===== config.mk =====
export PLATFORM = sky130hd
export DESIGN_NAME = issue_ctrl_flat
export DESIGN_NICKNAME = d
export VERILOG_FILES = /design/src/rtl/issue_ctrl_if.sv /design/src/rtl/issue_ctrl.sv /design/src/flat_wrapper.sv
export SDC_FILE = /design/constraint.sdc
export NUM_CORES = 1
export LEC_CHECK = 0
export ABC_AREA = 1
export CORE_ASPECT_RATIO = 0.8
export CORE_MARGIN = 2
export CORE_UTILIZATION = 51
export CTS_BUF_LIST = sky130_fd_sc_hd__clkbuf_8
export CTS_CLUSTER_DIAMETER = 150
export CTS_CLUSTER_SIZE = 30
export DETAILED_ROUTE_END_ITERATION = 12
export DONT_BUFFER_PORTS = 1
export PLACE_DENSITY_LB_ADDON = 0.08
export SYNTH_ARGS = -nofsm -noshare
export SYNTH_HDL_FRONTEND = slang
export SYNTH_SLANG_ARGS = --single-unit

===== constraint.sdc =====
create_clock -name clk -period 5.7 [get_ports clk]
set_input_delay 0 -clock clk [delete_from_list [all_inputs] [get_ports clk]]
set_output_delay 0 -clock clk [all_outputs]
set_load 0.02 [all_outputs]

===== src/rtl/issue_ctrl_if.sv =====
// Fetch / issue / writeback signal bundle between the front end and issue_ctrl.
interface issue_ctrl_if #(
  parameter int NUM_REGS = 32,
  parameter int CNT_W    = 16
);
  logic                if_valid;
  logic [31:0]         if_instr;
  logic                id_ready;
  logic                flush;
  logic                ex_ready;
  logic                issue_valid;
  logic [31:0]         issue_instr;
  logic [4:0]          issue_rs1;
  logic [4:0]          issue_rs2;
  logic [4:0]          issue_rd;
  logic                issue_illegal;
  logic                wb_valid;
  logic [4:0]          wb_rd;
  logic [NUM_REGS-1:0] busy_vec;
  logic [CNT_W-1:0]    stall_cnt;

  modport master (
    output if_valid, if_instr, flush, ex_ready, wb_valid, wb_rd,
    input  id_ready, issue_valid, issue_instr, issue_rs1, issue_rs2, issue_rd,
           issue_illegal, busy_vec, stall_cnt
  );

  modport slave (
    input  if_valid, if_instr, flush, ex_ready, wb_valid, wb_rd,
    output id_ready, issue_valid, issue_instr, issue_rs1, issue_rs2, issue_rd,
           issue_illegal, busy_vec, stall_cnt
  );
endinterface


===== src/rtl/issue_ctrl.sv =====
// Single-entry decode/issue stage with a register scoreboard and a saturating
// hazard-stall counter.
module issue_ctrl #(
  parameter int NUM_REGS = 32,
  parameter int CNT_W    = 16
) (
  input  logic         clk,
  input  logic         rst_n,
  issue_ctrl_if.slave  bus
);

  logic                r_hold_valid;
  logic [31:0]         r_hold_instr;
  logic [NUM_REGS-1:0] r_busy;
  logic [CNT_W-1:0]    r_stall_cnt;

  logic        w_use_rs1, w_use_rs2, w_use_rd, w_illegal;
  logic [4:0]  w_rs1, w_rs2, w_rd;
  logic [31:0] w_busy32, w_busy_nxt;
  logic        w_hazard, w_issue_valid, w_fire, w_id_ready;

  assign w_rs1 = r_hold_instr[19:15];
  assign w_rs2 = r_hold_instr[24:20];
  assign w_rd  = r_hold_instr[11:7];

  always_comb begin
    w_use_rs1 = 1'b0;
    w_use_rs2 = 1'b0;
    w_use_rd  = 1'b0;
    w_illegal = 1'b0;
    case (r_hold_instr[6:0])
      7'b0110011: begin
        w_use_rs1 = 1'b1;
        w_use_rs2 = 1'b1;
        w_use_rd  = 1'b1;
      end
      7'b0010011, 7'b0000011, 7'b1100111: begin
        w_use_rs1 = 1'b1;
        w_use_rd  = 1'b1;
      end
      7'b0100011, 7'b1100011: begin
        w_use_rs1 = 1'b1;
        w_use_rs2 = 1'b1;
      end
      7'b0110111, 7'b0010111, 7'b1101111: w_use_rd = 1'b1;
      default: w_illegal = 1'b1;
    endcase
  end

  // Widen to 32 so any 5-bit register index is a legal lookup; x0 reads idle.
  always_comb begin
    w_busy32                 = '0;
    w_busy32[NUM_REGS-1:0]   = r_busy;
    w_busy32[0]              = 1'b0;
  end

  assign w_hazard = r_hold_valid &
                    ((w_use_rs1 & w_busy32[w_rs1]) |
                     (w_use_rs2 & w_busy32[w_rs2]) |
                     (w_use_rd  & w_busy32[w_rd]));

  assign w_issue_valid = r_hold_valid & ~w_hazard & ~bus.flush;
  assign w_fire        = w_issue_valid & bus.ex_ready;
  assign w_id_ready    = (~r_hold_valid | w_fire) & ~bus.flush;

  // Writeback clear first so a same-cycle issue to the same register wins.
  always_comb begin
    w_busy_nxt = w_busy32;
    if (bus.wb_valid)
      w_busy_nxt[bus.wb_rd] = 1'b0;
    if (w_fire && w_use_rd && (w_rd != 5'd0))
      w_busy_nxt[w_rd] = 1'b1;
    w_busy_nxt[0] = 1'b0;
  end

  always_ff @(posedge clk or negedge rst_n) begin
    if (!rst_n) begin
      r_hold_valid <= 1'b0;
      r_hold_instr <= '0;
      r_busy       <= '0;
      r_stall_cnt  <= '0;
    end else begin
      r_busy <= w_busy_nxt[NUM_REGS-1:0];
      if (w_hazard && (r_stall_cnt != {CNT_W{1'b1}}))
        r_stall_cnt <= r_stall_cnt + 1'b1;
      if (bus.flush) begin
        r_hold_valid <= 1'b0;
      end else if (bus.if_valid && w_id_ready) begin
        r_hold_valid <= 1'b1;
        r_hold_instr <= bus.if_instr;
      end else if (w_fire) begin
        r_hold_valid <= 1'b0;
      end
    end
  end

  assign bus.id_ready      = w_id_ready;
  assign bus.issue_valid   = w_issue_valid;
  assign bus.issue_instr   = r_hold_instr;
  assign bus.issue_rs1     = w_rs1;
  assign bus.issue_rs2     = w_rs2;
  assign bus.issue_rd      = w_rd;
  assign bus.issue_illegal = r_hold_valid & w_illegal;
  assign bus.busy_vec      = r_busy;
  assign bus.stall_cnt     = r_stall_cnt;

endmodule

===== src/flat_wrapper.sv =====
// flat-port wrapper written by rule: the top's interface ports become plain ports
module issue_ctrl_flat 
#(
  parameter int NUM_REGS = 32,
  parameter int CNT_W    = 16
)
  (clk, rst_n, bus_if_valid, bus_if_instr, bus_flush, bus_ex_ready, bus_wb_valid, bus_wb_rd, bus_id_ready, bus_issue_valid, bus_issue_instr, bus_issue_rs1, bus_issue_rs2, bus_issue_rd, bus_issue_illegal, bus_busy_vec, bus_stall_cnt);
  issue_ctrl_if #(.NUM_REGS(NUM_REGS), .CNT_W(CNT_W)) bus_i ();
  input  logic clk;
  input  logic rst_n;
  input wire logic [$bits(bus_i.if_valid)-1:0] bus_if_valid;
  input wire logic [$bits(bus_i.if_instr)-1:0] bus_if_instr;
  input wire logic [$bits(bus_i.flush)-1:0] bus_flush;
  input wire logic [$bits(bus_i.ex_ready)-1:0] bus_ex_ready;
  input wire logic [$bits(bus_i.wb_valid)-1:0] bus_wb_valid;
  input wire logic [$bits(bus_i.wb_rd)-1:0] bus_wb_rd;
  output wire logic [$bits(bus_i.id_ready)-1:0] bus_id_ready;
  output wire logic [$bits(bus_i.issue_valid)-1:0] bus_issue_valid;
  output wire logic [$bits(bus_i.issue_instr)-1:0] bus_issue_instr;
  output wire logic [$bits(bus_i.issue_rs1)-1:0] bus_issue_rs1;
  output wire logic [$bits(bus_i.issue_rs2)-1:0] bus_issue_rs2;
  output wire logic [$bits(bus_i.issue_rd)-1:0] bus_issue_rd;
  output wire logic [$bits(bus_i.issue_illegal)-1:0] bus_issue_illegal;
  output wire logic [$bits(bus_i.busy_vec)-1:0] bus_busy_vec;
  output wire logic [$bits(bus_i.stall_cnt)-1:0] bus_stall_cnt;
  assign bus_i.if_valid = bus_if_valid;
  assign bus_i.if_instr = bus_if_instr;
  assign bus_i.flush = bus_flush;
  assign bus_i.ex_ready = bus_ex_ready;
  assign bus_i.wb_valid = bus_wb_valid;
  assign bus_i.wb_rd = bus_wb_rd;
  assign bus_id_ready = bus_i.id_ready;
  assign bus_issue_valid = bus_i.issue_valid;
  assign bus_issue_instr = bus_i.issue_instr;
  assign bus_issue_rs1 = bus_i.issue_rs1;
  assign bus_issue_rs2 = bus_i.issue_rs2;
  assign bus_issue_rd = bus_i.issue_rd;
  assign bus_issue_illegal = bus_i.issue_illegal;
  assign bus_busy_vec = bus_i.busy_vec;
  assign bus_stall_cnt = bus_i.stall_cnt;
  issue_ctrl #(.NUM_REGS(NUM_REGS), .CNT_W(CNT_W)) u_core (.clk(clk), .rst_n(rst_n), .bus(bus_i));
endmodule

---- Yosys cells after proc, flatten, opt, wreduce, memory -nomap -nowiden ----
Cells that the tools add are included.
word-level totals
  register bits ........................... 80
  input port bits ......................... 43
  output and inout port bits .............. 98
operators by class
  add/subtract/negate cells ............... 1
  order comparisons ....................... 6
  eq/ne operators ......................... 10
  muxes and demuxes ....................... 19
  bitwise gates (word level) .............. 18
  reductions and logical operators ........ 13
operators by type and width
  cell                     number
  $mux W32                 2
  $and A32 B32 Y32         1
  $not A32 Y32             1
  $or A32 B32 Y32          1
  $lt A5 B6 Y1 const B     4
  $eq A7 B6 Y1 const B     3
  $eq A7 B7 Y1 const B     3
  $add A16 B1 Y16 const B  1
  $ne A16 B16 Y1 const B   1
  $bmux W1 S5              3
  $eq A7 B5 Y1 const B     2
  $mux W1                  12
  $demux W1 S5             2
  $ge A5 B1 Y1 const B     2
  $and A1 B1 Y1            9
  $reduce_or A9 Y1         1
  $eq A7 B2 Y1 const B     1
  $reduce_or A7 Y1         1
  $logic_and A1 B1 Y1      6
  $reduce_or A6 Y1         1
  $reduce_bool A5 Y1       1
  $not A1 Y1               3
  $or A1 B1 Y1             3
  $reduce_bool A3 Y1       1
  2 further kinds          2

---- Logic depth before layout (Yosys ltp) ----
  word-level depth ........................ 16
  mapped depth ............................ 18
  mapped depth without buffers ............ 16

---- Least setup slack after synthesis ----
OpenSTA, ideal clock, no wires.
  path type ............................... flip-flop to flip-flop
  start point ............................. register u_core.r_hold_instr[20] (netlist: u_core.bus.issue_instr[20])
  end point ............................... register u_core.r_hold_instr[22] (netlist: u_core.bus.issue_instr[22])
  library setup time ...................... 0.118 ns
  arrival time ............................ 1.958 ns
  data required time ...................... 5.582 ns
  path slack .............................. 3.624 ns
  cell stages (with the launch flop) ...... 18
  path buffers ............................ 3
  period minus slack after synthesis ...... 2.076 ns
  cell sequence ........................... dfrtp_1 buf_4 inv_2 buf_6 nand2_1 nand3_1 nand3_1 nand3_1 nand3_1 nand3_1 nand2_2 nor2_4 nand3_4 nand2_4 nand3_4 buf_6 nand2_1 nand2_1
on the way
  word-level cells in the longest chain between the ends .. 14
ends and longest elaborated chain
  element                             line              text
  start, declared                     issue_ctrl.sv:13  logic [31:0] r_hold_instr;
  start signal, assigned              issue_ctrl.sv:90  r_hold_instr <= bus.if_instr;
  $bmux W1 S5                         issue_ctrl.sv:59  (w_use_rs2 & w_busy32[w_rs2]) |
  $mux W1 (implied by the code)       issue_ctrl.sv:59
  $and A1 B1 Y1                       issue_ctrl.sv:59
  $or A1 B1 Y1                        issue_ctrl.sv:58  ((w_use_rs1 & w_busy32[w_rs1]) |
  $or A1 B1 Y1                        issue_ctrl.sv:59
  $and A1 B1 Y1                       issue_ctrl.sv:57  assign w_hazard = r_hold_valid &
  $not A1 Y1                          issue_ctrl.sv:62  assign w_issue_valid = r_hold_valid & ~w_hazard & ~bus.flush;
  $and A1 B1 Y1 (2 in a row)          issue_ctrl.sv:62
  $and A1 B1 Y1                       issue_ctrl.sv:63  assign w_fire = w_issue_valid & bus.ex_ready;
  $or A1 B1 Y1                        issue_ctrl.sv:64  assign w_id_ready = (~r_hold_valid | w_fire) & ~bus.flush;
  $and A1 B1 Y1                       issue_ctrl.sv:64
  $logic_and A1 B1 Y1                 issue_ctrl.sv:88  end else if (bus.if_valid && w_id_ready) begin
  $reduce_and A2 Y1 (no source line)  --
No other way between the ends. The select of a mux whose other input is x is not followed.
A chain may end at the register's enable or synchronous reset.

---- Worst setup path in the final report ----
  start point ............................. register u_core.r_hold_instr[7] (netlist: u_core.bus.issue_instr[7])
  end point ............................... register u_core.r_hold_instr[7] (netlist: u_core.bus.issue_instr[7])
on the way
  word-level cells in the longest chain between the ends .. 13
ends and longest elaborated chain
  element                             line              text
  $bmux W1 S5                         issue_ctrl.sv:60  (w_use_rd & w_busy32[w_rd]));
  $mux W1 (implied by the code)       issue_ctrl.sv:60
  $and A1 B1 Y1                       issue_ctrl.sv:60
  $or A1 B1 Y1                        issue_ctrl.sv:59
  $and A1 B1 Y1                       issue_ctrl.sv:57
  $not A1 Y1                          issue_ctrl.sv:62
  $and A1 B1 Y1 (2 in a row)          issue_ctrl.sv:62
  $and A1 B1 Y1                       issue_ctrl.sv:63
  $or A1 B1 Y1                        issue_ctrl.sv:64
  $and A1 B1 Y1                       issue_ctrl.sv:64
  $logic_and A1 B1 Y1                 issue_ctrl.sv:88
  $reduce_and A2 Y1 (no source line)  --
No other way between the ends. The select of a mux whose other input is x is not followed.

==> impl_metrics.env <==
export IMPL_vias=5311
export IMPL_cts_buffers=9
export IMPL_syn_area_um2=5180
export IMPL_crit_chain="nand2_2, inv_2, nand2_1, nand3_1, nand2_1, nand2_1, nor2_1, nand3_1, nand2_2, nor2_4, nand3_4, nand2_4, nand4_1, dlygate4sd3_1, nand2_1"
export IMPL_hold_class="input pin to register"
export IMPL_cpMaxStageDelayCell="dfrtp_1"
export IMPL_routabilityCongestion=0.969
export IMPL_static_leakage_power_nw=2.78
export IMPL_critPathBufInv=2
export IMPL_io_pins=141
export IMPL_preCtsSetupSlack_ns=2.32
export IMPL_post_cts_buffers=0
export IMPL_slew_limit_headroom_pct=27.7
export IMPL_hold_slack_ns=0.0304
export IMPL_setup_viol=0
export IMPL_outcome="finished, final reports clean"
export IMPL_core_area_um2=9770
export IMPL_hold_start="bus_wb_rd[2]"
export IMPL_die_area_um2=11000
export IMPL_synth_nets=793
export IMPL_start_util_pct=53.0
export IMPL_final_core_util_pct=61.0
export IMPL_antenna_found_initial=0
export IMPL_routed_wl_mm=16.0
export IMPL_tightestPinTransition_ns=1.08
export IMPL_clock_skew_ns=0.0132
export IMPL_maxSlewViolCount=0
export IMPL_rsz0062_at_grt="no"
export IMPL_crit_top_cell="nand2_1"
export IMPL_cts_tree="yes"
export IMPL_synth_top_area_share_pct=38.7
export IMPL_yosys_area_top_type="dfrtp_1"
export IMPL_worstSetupPathType="register to register"
export IMPL_die_y_um=94.1
export IMPL_fp_row_count=32
export IMPL_hold_viol=0
export IMPL_grt_ovfl_total=0
export IMPL_h_tree_depth=3
export IMPL_wire_per_inst_um=17.3
export IMPL_synth_area_per_cell_um2=6.91
export IMPL_max_freq_ghz=0.273
export IMPL_cts_hold_buf=73
export IMPL_layout_setup_ws_ns=2.04
export IMPL_grt_pass1_vias=5077
export IMPL_startpoint_type="register"
export IMPL_die_w_um=117
export IMPL_clkLatencyLatePin_ns=0.37
export IMPL_clkTransAtPathRegs_ns=0.08
export IMPL_reg2reg_from="u_core.bus.issue_instr[7]$_DFFE_PN0P_"
export IMPL_end_kind="register"
export IMPL_syn_inst=749
export IMPL_max_cap_viol_count=0
export IMPL_grt_max_degree=81
export IMPL_synth_cell_types=28
export IMPL_clock_sinks=80
export IMPL_drc=0
export IMPL_path_max_fanout=34
export IMPL_path_delay_family="simple AND/OR/NAND/NOR gates"
export IMPL_num_antenna_cells=0
export IMPL_numPortBuffers=0
export IMPL_crit_arrival_ns=3.96
export IMPL_area_growth_synth_to_final_pct=15.2
export IMPL_firstDrtPassIters=6
export IMPL_grt_pass1_wl_mm=25.6
export IMPL_cts_path_max_buffers=2
export IMPL_cts_resized=0
export IMPL_nets=828
export IMPL_ir_drop_uv=184
export IMPL_ys_ff_latch=80
export IMPL_critPathLaunch="u_core.bus.issue_instr[7]$_DFFE_PN0P_"
export IMPL_vias_per_cell=5.75
export IMPL_seq_area_frac_synth_pct=38.7
export IMPL_fin_crit_sh_pct=64.2
export IMPL_dpl_hpwl_mm=10.8
export IMPL_synth_area_leaders="dfrtp_1 (39%), nand2_1 (17%), nand4_1 (8.5%), nand3_1 (8.1%), inv_1 (5.4%)"
export IMPL_drt_initial_drc_count=505
export IMPL_synth_warnings=0
export IMPL_ant_nets=0
export IMPL_ctsRootBufferMaster="clkbuf_8"
export IMPL_placed_cells=836
export IMPL_cpPeakStageDelay_ns=1.03
export IMPL_power_per_cell_area_nw_per_um2=263
export IMPL_fin_crit_ns=3.66
export IMPL_critPathRequiredTime_ns=6.00
export IMPL_tns_ns=0
export IMPL_final_instance_count_excl_fill=924
export IMPL_drive_above_1_share_pct=4.19
export IMPL_grtUsageTotal_pct=30.3
metrics by stage:
step,total power [mW],instance area [um^2]
CTS,1.56,5960
floorplan,1.06,5180
global route,1.66,5960
global placement,1.09,5030
finish,1.57,5960
detailed placement,1.10,5030
tightest hold or removal path: stages:
cell	delay (ns)
nand3_1	0.16
o21ai_0	0.12
nand2_1	0.07
layout by cell type (no fill, tap or decap), types with 9 or more instances in the layout:
master | synthesis | routed
nand2_1 | 233 | 233
nand3_1 | 84 | 84
dfrtp_1 | 80 | 80
inv_1 | 74 | 75
dlygate4sd3_1 | 0 | 72
nand4_1 | 70 | 70
nor2_1 | 57 | 57
o21ai_0 | 44 | 44
nor3_1 | 15 | 15
xor2_1 | 12 | 12
clkbuf_8 | 0 | 9
flip-flops by register name, summed over array words and instances (netlist names):
signal / count
u_core.r_hold_valid: 1
u_core.bus.stall_cnt: 16
u_core.bus.issue_instr: 32
u_core.bus.busy_vec: 31
cell usage after synthesis, drive strengths merged:
master	n
nand3	88
ha	1
o211ai	1
xor2	12
a211oi	1
clkbuf	10
nand4	70
nor2	60
xnor2	3
conb	1
a21oi	3
o21ai	45
dfrtp	80
nand2	236
inv	80
nor3	15
buf	41
nor4	2
power breakdown:
| group | internal (mW) | switching (mW) |
|---|---|---|
| combinational | 0.127 | 0.241 |
| sequential | 0.612 | 0.172 |
| clock | 0.198 | 0.215 |
| total | 0.937 | 0.628 |
path summary, 6_finish.rpt:
path	endpoint	slack, ns	depth (start not counted)
worst max register to register	u_core.bus.issue_instr[7]$_DFFE_PN0P_	2.04	15
worst min-delay path	u_core.bus.busy_vec[28]$_DFF_PN0_	0.03	3
worst min register to register	u_core.bus.issue_instr[31]$_DFFE_PN0P_	0.63	2
worst max-delay path	u_core.bus.issue_instr[7]$_DFFE_PN0P_	2.04	15
max in group asynchronous	u_core.bus.issue_instr[18]$_DFFE_PN0P_	5.20	2
min in group asynchronous	u_core.bus.busy_vec[21]$_DFF_PN0_	0.19	2
logic make-up (layout without fill, tap and decap cells):
group / Yosys count / count (layout) / share of synthesized area (%)
DFF: 80 / 80 / 38.7
xor gates and xnor gates: 15 / 15 / 2.54
adders and majority gates: 1 / 1 / 0.242
other: 1 / 1 / 0.0724
buffers and inverters: 131 / 170 / 12.3
and+or+nand+nor: 471 / 471 / 41.3
AOI/OAI and AO/OA: 50 / 50 / 4.93
layout make-up:
type / instances / area (um^2)
timing repair buffer: 75 / 763
clock buffer: 9 / 124
fill: 918 / 3810
multi-input combinational: 538 / 2540
sequential: 80 / 2000
inverter: 80 / 300
clock inverter: 6 / 62.6
tap: 136 / 170
routing by layer:
| layer | up-vias | track usage [%] | routed length (um) |
|---|---|---|---|
| li1 | 2506 | - | - |
| met1 | 2493 | 41.4 | 6870 |
| met2 | 278 | 46.4 | 7290 |
| met3 | 34 | 8.58 | 1540 |
| met4 | 0 | 9.90 | 305 |
| met5 | - | 0 | 0 |
Power figures use the tool's default switching activity.
